$ cat src/rtl/rgmii_rx_frame.sv
// rgmii_rx_frame: byte-wide Ethernet receive framer in the PHY RX clock domain.
//
// The framer takes demuxed RGMII bytes and strips the preamble and SFD. It
// checks CRC-32 over the whole frame, holds back the FCS in a delay line, and
// emits the payload as a byte stream with last/error marking.
//
// Ports:
//   clk, reset   PHY receive clock; synchronous active-high reset
//   rx_data      demuxed receive byte
//   rx_ctl       [0] = RX_DV, [1] = RX_DV ^ RX_ER
//   out_data     payload byte
//   out_valid    out_data carries a payload byte this cycle
//   out_last     final payload byte of the frame
//   out_err      frame bad; meaningful only together with out_last
//   good_count   frames that ended without error (saturating)
//   bad_count    frames that ended with error, runts included (saturating)
//
// Output stream: out_valid, out_last and out_err are registered single-cycle
// pulses. There is no ready signal, so the consumer must take every beat that
// has out_valid high.
//
// Build option: define RX_FCS_KEEP_EN to keep the FCS. The delay line then
// shrinks to 1 entry, so the 4 FCS bytes are emitted as payload and out_last
// marks the final FCS byte.
module rgmii_rx_frame #(
    parameter int MAX_LEN = 1522,
    parameter int MIN_LEN = 64,
    parameter int CNT_W   = 16
) (
    input  logic             clk,
    input  logic             reset,
    input  logic [7:0]       rx_data,
    input  logic [1:0]       rx_ctl,
    output logic [7:0]       out_data,
    output logic             out_valid,
    output logic             out_last,
    output logic             out_err,
    output logic [CNT_W-1:0] good_count,
    output logic [CNT_W-1:0] bad_count
);

`ifdef RX_FCS_KEEP_EN
    localparam int DEPTH = 1;
`else
    localparam int DEPTH = 5;
`endif

    localparam int               LEN_W       = $clog2(MAX_LEN + 2);
    localparam logic [LEN_W-1:0] LEN_MAX     = LEN_W'(MAX_LEN);
    localparam logic [LEN_W-1:0] LEN_SAT     = LEN_W'(MAX_LEN + 1);
    localparam logic [LEN_W-1:0] LEN_MIN     = LEN_W'(MIN_LEN);
    localparam logic [LEN_W-1:0] LEN_DEPTH   = LEN_W'(DEPTH);
    localparam logic [31:0]      CRC_RESIDUE = 32'hDEBB20E3;
    localparam logic [CNT_W-1:0] CNT_MAX     = '1;

    typedef enum logic [1:0] {ST_IDLE, ST_PRE, ST_DATA, ST_DROP} state_t;

    // state is kept as a named enum so that checkers can bind to it directly.
    state_t           state;
    state_t           state_nx;

    logic             dv;
    logic             er;
    logic [7:0]       dl [DEPTH];
    logic [LEN_W-1:0] length;
    logic [31:0]      crc;
    logic             rx_err;

    logic             start;
    logic             push;
    logic             dl_full;
    logic             over;
    logic             frame_bad;
    logic             emit_valid;
    logic             emit_last;
    logic             emit_err;
    logic             good_inc;
    logic             bad_inc;

    assign dv = rx_ctl[0];
    assign er = rx_ctl[0] ^ rx_ctl[1];

    // Reflected CRC-32, processed LSB first. No final inversion is applied,
    // so a frame with a correct FCS leaves the fixed residue in the register.
    function automatic logic [31:0] crc_byte(input logic [31:0] c_in, input logic [7:0] d);
        logic [31:0] c;
        c = c_in ^ {24'h0, d};
        for (int i = 0; i < 8; i++) begin
            c = c[0] ? ((c >> 1) ^ 32'hEDB88320) : (c >> 1);
        end
        return c;
    endfunction

    // length counts the bytes pushed since the SFD, so it also tells how full
    // the delay line is.
    assign dl_full   = (length >= LEN_DEPTH);
    // The byte being pushed now would take the frame past MAX_LEN.
    assign over      = (length >= LEN_MAX);
    assign frame_bad = rx_err | (crc != CRC_RESIDUE) | (length < LEN_MIN);

    // State register.
    always_ff @(posedge clk) begin
        if (reset) begin
            state <= ST_DROP;
        end else begin
            state <= state_nx;
        end
    end

    // Next-state logic.
    always_comb begin
        state_nx = state;
        case (state)
            ST_IDLE: begin
                if (dv) begin
                    state_nx = (rx_data == 8'h55) ? ST_PRE : ST_DROP;
                end
            end
            ST_PRE: begin
                if (!dv) begin
                    state_nx = ST_IDLE;
                end else if (rx_data == 8'hD5) begin
                    state_nx = ST_DATA;
                end else if (rx_data != 8'h55) begin
                    state_nx = ST_DROP;
                end
            end
            ST_DATA: begin
                if (!dv) begin
                    state_nx = ST_IDLE;
                end else if (over) begin
                    state_nx = ST_DROP;
                end
            end
            default: begin
                if (!dv) begin
                    state_nx = ST_IDLE;
                end
            end
        endcase
    end

    // Output and datapath control.
    always_comb begin
        start      = 1'b0;
        push       = 1'b0;
        emit_valid = 1'b0;
        emit_last  = 1'b0;
        emit_err   = 1'b0;
        good_inc   = 1'b0;
        bad_inc    = 1'b0;
        case (state)
            ST_PRE: begin
                start = dv && (rx_data == 8'hD5);
            end
            ST_DATA: begin
                if (dv) begin
                    push       = 1'b1;
                    emit_valid = dl_full;
                    if (over) begin
                        emit_last = dl_full;
                        emit_err  = dl_full;
                        bad_inc   = 1'b1;
                    end
                end else if (dl_full) begin
                    // The oldest entry is the last payload byte. The newer
                    // entries are the FCS, which is dropped.
                    emit_valid = 1'b1;
                    emit_last  = 1'b1;
                    emit_err   = frame_bad;
                    good_inc   = !frame_bad;
                    bad_inc    = frame_bad;
                end else begin
                    bad_inc = 1'b1;
                end
            end
            default: begin
            end
        endcase
    end

    always_ff @(posedge clk) begin
        if (reset) begin
            out_data   <= 8'h00;
            out_valid  <= 1'b0;
            out_last   <= 1'b0;
            out_err    <= 1'b0;
            good_count <= '0;
            bad_count  <= '0;
            crc        <= 32'hFFFFFFFF;
            length     <= '0;
            rx_err     <= 1'b0;
            for (int i = 0; i < DEPTH; i++) begin
                dl[i] <= 8'h00;
            end
        end else begin
            out_valid <= emit_valid;
            out_last  <= emit_last;
            out_err   <= emit_err;
            out_data  <= emit_valid ? dl[DEPTH-1] : 8'h00;

            if (start) begin
                crc    <= 32'hFFFFFFFF;
                length <= '0;
                rx_err <= 1'b0;
            end else if (push) begin
                crc    <= crc_byte(crc, rx_data);
                rx_err <= rx_err | er;
                if (length != LEN_SAT) begin
                    length <= length + LEN_W'(1);
                end
                dl[0] <= rx_data;
                for (int i = 1; i < DEPTH; i++) begin
                    dl[i] <= dl[i-1];
                end
            end else if (state == ST_DATA) begin
                // dv fell: empty the delay line for the next frame.
                length <= '0;
            end

            if (good_inc && (good_count != CNT_MAX)) begin
                good_count <= good_count + CNT_W'(1);
            end
            if (bad_inc && (bad_count != CNT_MAX)) begin
                bad_count <= bad_count + CNT_W'(1);
            end
        end
    end

endmodule

$ cat config.mk
export PLATFORM = sky130hd
export DESIGN_NAME = rgmii_rx_frame
export DESIGN_NICKNAME = d
export VERILOG_FILES = /design/src/rtl/rgmii_rx_frame.sv
export SDC_FILE = /design/constraint.sdc
export NUM_CORES = 1
export LEC_CHECK = 0
export BUFFER_PORTS_ARGS = -buffer_cell sky130_fd_sc_hd__buf_4
export CORE_ASPECT_RATIO = 1.5
export CORE_MARGIN = 10
export CORE_UTILIZATION = 60
export DETAILED_ROUTE_END_ITERATION = 12
export PLACE_DENSITY = 0.84
export SETUP_SLACK_MARGIN = 0.1
export SYNTH_ARGS = -nofsm -noshare
export SYNTH_HDL_FRONTEND = slang
export SYNTH_SLANG_ARGS = --single-unit
$ cat constraint.sdc
create_clock -name clk -period 4.9 [get_ports clk]
set_clock_uncertainty 0.05 [all_clocks]
set_input_delay 0.98 -clock clk [delete_from_list [all_inputs] [get_ports clk]]
set_output_delay 0.98 -clock clk [all_outputs]
set_load 0.01 [all_outputs]
==> run summary <==
SETUP PATH
--------------------------------------------------------------------------------
Largest stage delay, worst path ...................................      0.62 ns
Worst Setup Path Type .............................................   reg -> reg
Crit path launch type .............................................         flop
Arrival time worst endpoint .......................................      3.22 ns
Critical-path cell list ........................................... nor2b_1 -> nand2_2 -> buf_4 -> or2_2 -> or3b_2 -> a21boi_0
Critical path required time .......................................      5.18 ns
Cell at the slowest stage of the critical path .................... sky130_fd_sc_hd__nor2b_1
Maximum net fanout on the critical path ...........................           42
Capturing element type of the critical path .......................         flop

FLOORPLAN
--------------------------------------------------------------------------------
DIE HEIGHT ........................................................       141 um
Num rows ..........................................................           44
Core footprint ....................................................     9630 um2
Num ports .........................................................           55
Starting utilization of the core area .............................        0.612
Full die area .....................................................    14300 um2
X dimension of the die ............................................       101 um

LOGIC SYNTHESIS
--------------------------------------------------------------------------------
Mean instance size in the synthesized netlist .....................     10.4 um2
Top cells by instance count after synthesis ....................... 89 x sky130_fd_sc_hd__dfxtp_1, 63 x sky130_fd_sc_hd__xnor2_1, 52 x sky130_fd_sc_hd__and2_1, 52 x sky130_fd_sc_hd__nor2_1, 44 x sky130_fd_sc_hd__nand2_1
Most numerous cell in the Yosys netlist ........................... sky130_fd_sc_hd__dfxtp_1
Synth area leaders ................................................ sky130_fd_sc_hd__dfxtp_1 30%, sky130_fd_sc_hd__edfxtp_1 20%, sky130_fd_sc_hd__xnor2_1 9.4%
Number of warning messages in the yosys log .......................            0
Nets in the synthesized netlist ...................................          586
Number of unique standard cell types used by synthesis ............           51
Register bit total from synthesis .................................          129
Ys async rst share ................................................            0
Number of enable flip-flop cells after synthesis ..................           40
Register area share after synthesis ...............................        0.506
Synthesized instance count ........................................          569
Top cell type by total area after synthesis ....................... sky130_fd_sc_hd__dfxtp_1
Post-synthesis instance area ......................................     5900 um2
Dominant register cell in the synthesized netlist ................. sky130_fd_sc_hd__dfxtp_1
Top-area cell type share of the netlist area ......................        0.302

DRT
--------------------------------------------------------------------------------
Drc violations ....................................................            0
Remaining antenna violation count .................................            0
Drt first-iter violations .........................................          192
Final routed wire length divided by cell count ....................      16.5 um
Final routed wirelength across all metal layers ...................     12400 um
Number of vias per cell after detailed routing ....................         5.65
Detailed-routing iteration count for the pre-antenna-repair pass ..            5
Via total after detailed routing ..................................         4234

LAYOUT
--------------------------------------------------------------------------------
Antenna cell count ................................................            0
Combined area of the multi-input logic cells ......................     2790 um2
Final standard cell utilization of the core .......................        0.726
Layout cells sized above 1 ........................................        0.165
Area growth, synth to finish ......................................        18.6%
Non-filler cells, final ...........................................          750
Final Net Count ...................................................          639
Final design instance area without fill ...........................     6990 um2
Number of fill cells in the layout ................................          644
Reg area ..........................................................     2980 um2

STA
--------------------------------------------------------------------------------
Final-layout worst hold slack .....................................     0.387 ns
Actual transition at the worst max-transition pin .................      1.12 ns
Top achievable clock speed ........................................      340 MHz
Finish-stage setup viols ..........................................            0
Final critical-path share of the clock period .....................        0.600
Final-report hold violation count .................................            0
Summed negative setup slack over all endpoints ....................         0 ns
Minimum clock period after layout .................................      2.94 ns
Number of pins exceeding their max-slew limit in the final report .            0
Remaining max-slew budget at the tightest pin .....................        0.245
Setup repair after global routing missed its margin ...............        false

GRT
--------------------------------------------------------------------------------
Largest net degree at the start of global routing .................           43
Global-route wire length before repair ............................     20500 um
Overall global routing resource usage .............................        0.178
Number of antenna violations at the first check in global routing .            0
Via count of the first global-routing pass ........................         4252
GRT Residual Overflow .............................................            0

PWR
--------------------------------------------------------------------------------
Leakage power summed over all cells ...............................   0.00277 uW
Peak supply drop ..................................................     0.331 mV
P per Cell Area ...................................................   400 nW/um2

CLOCKING
--------------------------------------------------------------------------------
Bufs on Longest Clock Path ........................................            2
Clock root buffer ................................................. sky130_fd_sc_hd__clkbuf_16
CTS Hold Bufs .....................................................            0
TritonCTS sink count ..............................................          129
Clock transition at path regs .....................................      0.05 ns
Clock latency at the later pin of the worst-skew pair .............      0.41 ns
Number of gates resized after cts .................................            0
Number of clock buffers inserted by TritonCTS .....................           17
Total setup buffers inserted after CTS ............................            0
Clock tree from TritonCTS .........................................        built
H-tree level count ................................................            4

RUN STATUS
--------------------------------------------------------------------------------
Outcome ...........................................................    completed

PLACEMENT
--------------------------------------------------------------------------------
Area of placed instances ..........................................     6390 um2
DPL Wire Length ...................................................      8640 um
Number of input and output port buffers inserted ..................           54
Placer congestion estimate ........................................         1.01
Number of cells in the design after placement .....................          718

JOB
--------------------------------------------------------------------------------
Max Cap Viol ......................................................            0

WORST HOLD PATH
--------------------------------------------------------------------------------
Hold Path Class ...................................................   reg -> reg

routing by layer:
layer  vias to the layer above  GRT usage  part of all wire
met5                         -          0                 0
met4                         0      0.108             0.031
met3                        32     0.0535             0.054
met2                       123      0.309              0.54
met1                      2002      0.183              0.38
li1                       2077          -                 -
registers in the layout, indices dropped and copies added (netlist names):
name / count
bad_count: 16
length: 11
out_data: 8
crc: 32
dl: 40
out_valid: 1
state: 2
rx_err: 1
out_last: 1
out_err: 1
good_count: 16
power by group:
group,internal [uW],total [uW],switching [uW],leakage [uW]
sequential,1140,1170,26.7,0.00114
clock,824,1260,435,0.000286
combinational,168,373,204,0.00134
total,2130,2800,665,0.00277
metrics by stage:
stage	worst slack, ns	power [uW]
after floorplan	1.96	1470
after global placement	1.91	1540
after detailed placement	1.80	1550
after CTS	1.97	2820
after global routing	1.74	2910
final	1.96	2800
cells by family (layout without fill, tap and decap cells):
| logic type | after synthesis | after routing | share of synthesized area |
|---|---|---|---|
| XOR/XNOR | 106 | 106 | 0.169 |
| adder cells (fa/ha/maj) | 5 | 5 | 0.0106 |
| flip-flops | 129 | 129 | 0.506 |
| AO/OA/AOI/OAI | 62 | 62 | 0.0760 |
| AND/OR/NAND/NOR | 234 | 234 | 0.217 |
| buffers and inverters | 33 | 99 | 0.0219 |
cell usage in the layout, fill, tap and decap left out, drive strengths merged, types with 12 or more instances in the layout:
cell    synthesis  routed
and2           52      52
clkbuf         23      22
nor2           52      52
xnor2          66      66
o211ai         30      30
nand4          14      14
o21ai          12      12
xor2           37      37
dfxtp          89      89
nand2          44      44
nand3          15      15
edfxtp         40      40
buf             2      59
worst paths after layout:
kind         startpoint          end  slack [ns]  cells past startpoint
max reg2reg    state[1]    length[2]        1.96                      6
min            dl[4][1]  out_data[1]        0.39                      1
max            state[1]    length[2]        1.96                      6
min reg2reg    dl[4][1]  out_data[1]        0.39                      1
final cells by class:
class                   instances  area share
clock buffers                  22      0.0664
clock inverters                10      0.0195
inverters                       8     0.00429
repair buffers                 59      0.0633
multi-input cells             407       0.399
flip-flops and latches        129       0.426
well taps                     115      0.0206
worst max-delay path, delay by kind of cell (launching register included):
| kind | cells | cell delay, ns |
|---|---|---|
| simple gates | 4 | 1.88 |
| compound gates | 1 | 0.14 |
| flops | 1 | 0.39 |
| buf+inv | 1 | 0.39 |
Note: power is estimated with default switching activity, not from simulation.
